`src/rtl/adder_sched.sv`:
```
// Arbitrates two requesters onto one external adder. Each transaction runs
// LOAD, START, WAIT (with a watchdog) and RESP; outputs are registered from next state.
module adder_sched #(
    parameter int unsigned TIMEOUT = 32
) (
    input  logic       clk,
    input  logic       rst_n,
    input  logic       req0,
    input  logic       req1,
    input  logic [3:0] a0,
    input  logic [3:0] b0,
    input  logic [3:0] a1,
    input  logic [3:0] b1,
    output logic       ack0,
    output logic       ack1,
    output logic [3:0] res,
    output logic       err,
    output logic       busy,
    output logic       load,
    output logic       start,
    output logic [3:0] A,
    output logic [3:0] B,
    input  logic [3:0] sum,
    input  logic       done
);

    localparam int unsigned DW  = 4;
    localparam int unsigned WDW = 8;

    localparam logic [2:0] S_IDLE  = 3'd0;
    localparam logic [2:0] S_LOAD  = 3'd1;
    localparam logic [2:0] S_START = 3'd2;
    localparam logic [2:0] S_WAIT  = 3'd3;
    localparam logic [2:0] S_RESP  = 3'd4;

    logic [2:0]     state, state_n;
    logic [DW-1:0]  a_n, b_n, res_n;
    logic [WDW-1:0] wd, wd_n, wd_inc;
    logic           winner, winner_n;
    logic           last, last_n;
    logic           done_q;
    logic           ack0_n, ack1_n, err_n, busy_n, load_n, start_n;
    logic           done_rise, wd_expired;

    assign wd_inc     = wd + WDW'(1);
    assign wd_expired = (wd_inc == WDW'(TIMEOUT));
    assign done_rise  = done & ~done_q;

    // Registers: state, datapath and registered outputs
    always_ff @(posedge clk or negedge rst_n) begin
        if (!rst_n) begin
            state  <= S_IDLE;
            A      <= '0;
            B      <= '0;
            wd     <= '0;
            winner <= 1'b0;
            last   <= 1'b1;
            done_q <= 1'b0;
            ack0   <= 1'b0;
            ack1   <= 1'b0;
            res    <= '0;
            err    <= 1'b0;
            busy   <= 1'b0;
            load   <= 1'b0;
            start  <= 1'b0;
        end else begin
            state  <= state_n;
            A      <= a_n;
            B      <= b_n;
            wd     <= wd_n;
            winner <= winner_n;
            last   <= last_n;
            done_q <= done;
            ack0   <= ack0_n;
            ack1   <= ack1_n;
            res    <= res_n;
            err    <= err_n;
            busy   <= busy_n;
            load   <= load_n;
            start  <= start_n;
        end
    end

    // Next state, datapath updates and next-cycle output decode
    always_comb begin
        state_n  = state;
        a_n      = A;
        b_n      = B;
        wd_n     = wd;
        winner_n = winner;
        last_n   = last;
        res_n    = '0;
        err_n    = 1'b0;

        case (state)
            S_IDLE: begin
                if (req0 || req1) begin
                    // Tie goes to whoever was not served last
                    winner_n = (req0 && req1) ? ~last : req1;
                    a_n      = winner_n ? a1 : a0;
                    b_n      = winner_n ? b1 : b0;
                    state_n  = S_LOAD;
                end
            end
            S_LOAD:  state_n = S_START;
            S_START: begin
                wd_n    = '0;
                state_n = S_WAIT;
            end
            S_WAIT: begin
                wd_n = wd_inc;
                if (wd_expired) begin
                    err_n   = 1'b1;
                    state_n = S_RESP;
                end else if (done_rise) begin
                    res_n   = sum;
                    state_n = S_RESP;
                end
            end
            S_RESP:  state_n = S_IDLE;
            default: state_n = S_IDLE;
        endcase

        if (state_n == S_RESP && state != S_RESP) begin
            last_n = winner_n;
        end

        ack0_n  = (state_n == S_RESP) && !winner_n;
        ack1_n  = (state_n == S_RESP) && winner_n;
        busy_n  = (state_n != S_IDLE);
        load_n  = (state_n == S_LOAD) || (state_n == S_START);
        start_n = (state_n == S_START);
    end

endmodule

```
`config.mk`:
```
export PLATFORM = sky130hd
export DESIGN_NAME = adder_sched
export DESIGN_NICKNAME = d
export VERILOG_FILES = /design/src/rtl/adder_sched.sv
export SDC_FILE = /design/constraint.sdc
export NUM_CORES = 1
export LEC_CHECK = 0
export BUFFER_PORTS_ARGS = -buffer_cell sky130_fd_sc_hd__buf_2
export CAP_MARGIN = 5
export CORE_MARGIN = 2
export CORE_UTILIZATION = 25
export CTS_CLUSTER_DIAMETER = 40
export CTS_CLUSTER_SIZE = 10
export DETAILED_ROUTE_END_ITERATION = 16
export PLACE_DENSITY_LB_ADDON = 0.1
export SKIP_LAST_GASP = 1
export SLEW_MARGIN = 20
export SYNTH_ARGS = -nofsm -noshare
export SYNTH_HDL_FRONTEND = slang
export SYNTH_SLANG_ARGS = --single-unit
```
`constraint.sdc`:
```
create_clock -name clk -period 3 [get_ports clk]
set_input_delay 0.45 -clock clk [delete_from_list [all_inputs] [get_ports clk]]
set_output_delay 0.45 -clock clk [all_outputs]
set_load 0.01 [all_outputs]
```
==> impl_metrics.py <==
metrics = {
    "grt": {
        "antenna_found_initial": 0,
        "track_usage_pct": 9.871,
        "grt-ovfl-total": 0,
        "grt_pass1_wl_mm": 4.795,
        "grt_start_max_net_pins": 33,
        "grt_pass1_vias": 1055,
    },
    "worst_setup_path": {
        "cp_slowest_cell": "dfrtp_1",
        "cp.arrival_ps": 2020,
        "path_cells": "nor3_1, o21ai_2, a22o_1, mux2_4",
        "cpLargestDelayFamily": "compound AO/OA/AOI/OAI gates",
        "worstPathMaxFanout": 20,
        "slowest_delay_ps": 520,
        "crit_required_ps": 3210,
        "critical_path_buf_inv_count": 0,
        "start_kind": "flip-flop",
        "crit_type": "reg2reg",
        "end_kind": "flip-flop",
    },
    "power_and_ir_drop": {
        "pwr-share-seq_pct": 44.1,
        "p_switching_uw": 485.9,
        "p_comb_share_pct": 28.0,
        "clkPwrFrac_pct": 27.9,
        "p_total_uw": 1456,
        "power_leakage_uw": 0.0009013,
        "p_per_area_nw_per_um2": 810.3,
        "swShare_pct": 33.37,
        "internal-power_uw": 970.0,
        "vdd_ir_drop_max_uv": 254.2,
    },
    "yosys": {
        "yosys.area.top_type": "dfrtp_1",
        "seq_area_frac_synth_pct": 57.70,
        "syn_avg_cell_area_sq_um": 10.37,
        "synth-edff-count": 0,
        "synth_area_leaders": "dfrtp_1 56%, nand2_1 5.9%, mux2i_1 5.8%",
        "ys_warn_count": 0,
        "synth_common_cells": "31 x dfrtp_1, 22 x nand2_1, 16 x o21ai_0, 9 x nor2_1, 8 x mux2i_1",
        "ys_seq_elements": 32,
        "ys_types": 30,
        "synthMostInstantiatedCell": "dfrtp_1",
        "async_flop_share_pct": 100.0,
        "ys.flop_type": "dfrtp_1",
        "synth_nets": 160,
        "syn_area_sq_um": 1390,
        "netlist_instances": 134,
        "synth_top_area_share_pct": 55.81,
    },
    "layout": {
        "fin_nets": 206,
        "final_core_util_pct": 33.03,
        "layout-drive-gt1-share_pct": 32.60,
        "filler_cell_count": 569,
        "areaGrowthSynthToFinish_pct": 29.25,
        "antenna_cells": 0,
    },
    "sta": {
        "final.setup.tns_ps": 0,
        "hold-worst-slack_ps": 214.6,
        "timing.final.crit_share_pct": 60.25,
        "slew_headroom_pct": 52.96,
        "post-route-min-period_ps": 1807,
        "finalHoldViolCount": 0,
        "rsz0062_at_grt": "false",
        "finalMaxSlewViolations": 0,
        "fin_skew_ps": 4.075,
        "tightest_slew_ps": 705.5,
        "setup_viol": 0,
        "fmax_mhz": 553.3,
    },
    "run_status": {
        "status": "completed",
    },
    "die": {
        "row_count": 27,
        "ioPinCount": 43,
        "die-area_sq_um": 6172,
        "die_w_microns": 78.57,
        "core-area_sq_um": 5439,
        "start_util_pct": 25.56,
        "die_h_microns": 78.57,
    },
    "route": {
        "wire_per_inst_microns": 11.50,
        "drt-pass1-iter-count": 2,
        "route.detailed.drc": 0,
        "antenna_left": 0,
        "wirelength_mm": 2.910,
        "vias": 1095,
        "avgViaCountPerCell": 4.328,
        "drt_iter0_markers": 48,
    },
    "clock_network": {
        "cts.reportedPaths.clkPinSlew_ps": 70,
        "clock-root-buffer": "clkbuf_8",
        "cts_repair_resize_count": 0,
        "htreeDepth": 2,
        "ctsHoldBuffers": 0,
        "insertion_delay_ps": 280,
        "cts_buffer_depth": 2,
        "cts_buffers": 5,
        "cts_tree": "done",
        "cts.sinks": 32,
        "cts_setup_buffers": 0,
    },
    "placed_design": {
        "port_buffers": 42,
        "hpwl_mm": 2.115,
        "globalplace.congestion": 0.7395,
    },
    "worst_hold_path": {
        "min_path_type": "in2async",
    },
    "job": {
        "max-cap-violations": 0,
    },
}
[path summary, 6_finish.rpt]
path,startpoint,to,slack [ps],cells after the start
worst max-delay path,state[0]$_DFF_PN0_,last$_DFFE_PN1P_,1190,4
worst min-delay path,rst_n,res[2]$_DFF_PN0_,210,1
worst max register to register,state[0]$_DFF_PN0_,last$_DFFE_PN1P_,1190,4
worst min register to register,B[3]$_DFFE_PN0P_,B[3]$_DFFE_PN0P_,480,2
max in group asynchronous,rst_n,A[2]$_DFFE_PN0P_,2330,1
min in group clk,done,done_q$_DFF_PN0_,290,1
[routing by layer]
| layer | track usage, % | vias up | part of all wire [%] |
|---|---|---|---|
| met1 | 12.44 | 498 | 47 |
| met3 | 2.989 | 6 | 6.6 |
| met4 | 4.737 | 0 | 1.4 |
| met5 | 0 | - | 0 |
| li1 | - | 559 | - |
| met2 | 15.38 | 32 | 45 |
[cells in the final DEF, fill, tap and decap left out, types with 3 or more instances in the layout]
cell type	synthesis	routed
nand2b_1	3	3
o21ai_0	16	15
a31oi_1	7	7
dfrtp_1	31	31
a21oi_1	3	3
nand3_1	3	3
nor3_1	4	4
buf_2	1	42
clkbuf_8	0	5
mux2i_1	8	8
nor2_1	9	9
and3_1	3	3
nand2_1	22	22
[power groups by stage]
| stage | clock network (uW) | logic (uW) | registers (uW) |
|---|---|---|---|
| final | 406 | 407 | 643 |
| after global routing | 444 | 461 | 658 |
| after CTS | 422 | 416 | 643 |
| after detailed placement | 0 | 417 | 647 |
| after global placement | 0 | 414 | 647 |
| after floorplan | 0 | 241 | 659 |
[metrics by stage]
step / instances / setup WS (ps) / instance area [sq um]
3_3_place_gp: 245 / 1019 / 1682
4_1_cts: 253 / 972.4 / 1793
3_5_place_dp: 245 / 966.1 / 1682
2_1_floorplan: 134 / 1384 / 1390
5_1_grt: 253 / 1072 / 1797
6_report: 253 / 1193 / 1797
[cell type report]
class                      instances  area (sq um)  area share (%)
clock buffer                       5         68.82           3.830
clock inverter                     3         42.54           2.368
inverter                           2         7.507          0.4178
multi-input combinational         96         568.0           31.62
sequential                        32         802.0           44.64
tap                               72         90.09           5.014
timing repair buffer              43         217.7           12.12
[registers in the layout, summed over array words and instances, names as in the netlist, 3 cells and up]
| register | count |
|---|---|
| wd | 8 |
| A | 4 |
| B | 4 |
| res | 4 |
| state | 3 |
[kinds of logic (layout without fill, tap and decap cells)]
family / count (synthesis) / after routing / synth area share [%]
and+or+nand+nor: 55 / 55 / 19.71
DFF: 32 / 32 / 57.70
AOI/OAI and AO/OA: 29 / 29 / 11.70
muxes: 10 / 10 / 7.651
buffers and inverters: 6 / 53 / 1.710
adders and majority gates: 1 / 1 / 0.8999
xor gates and xnor gates: 1 / 1 / 0.6302
No activity file was read; power rests on OpenSTA's default activity.
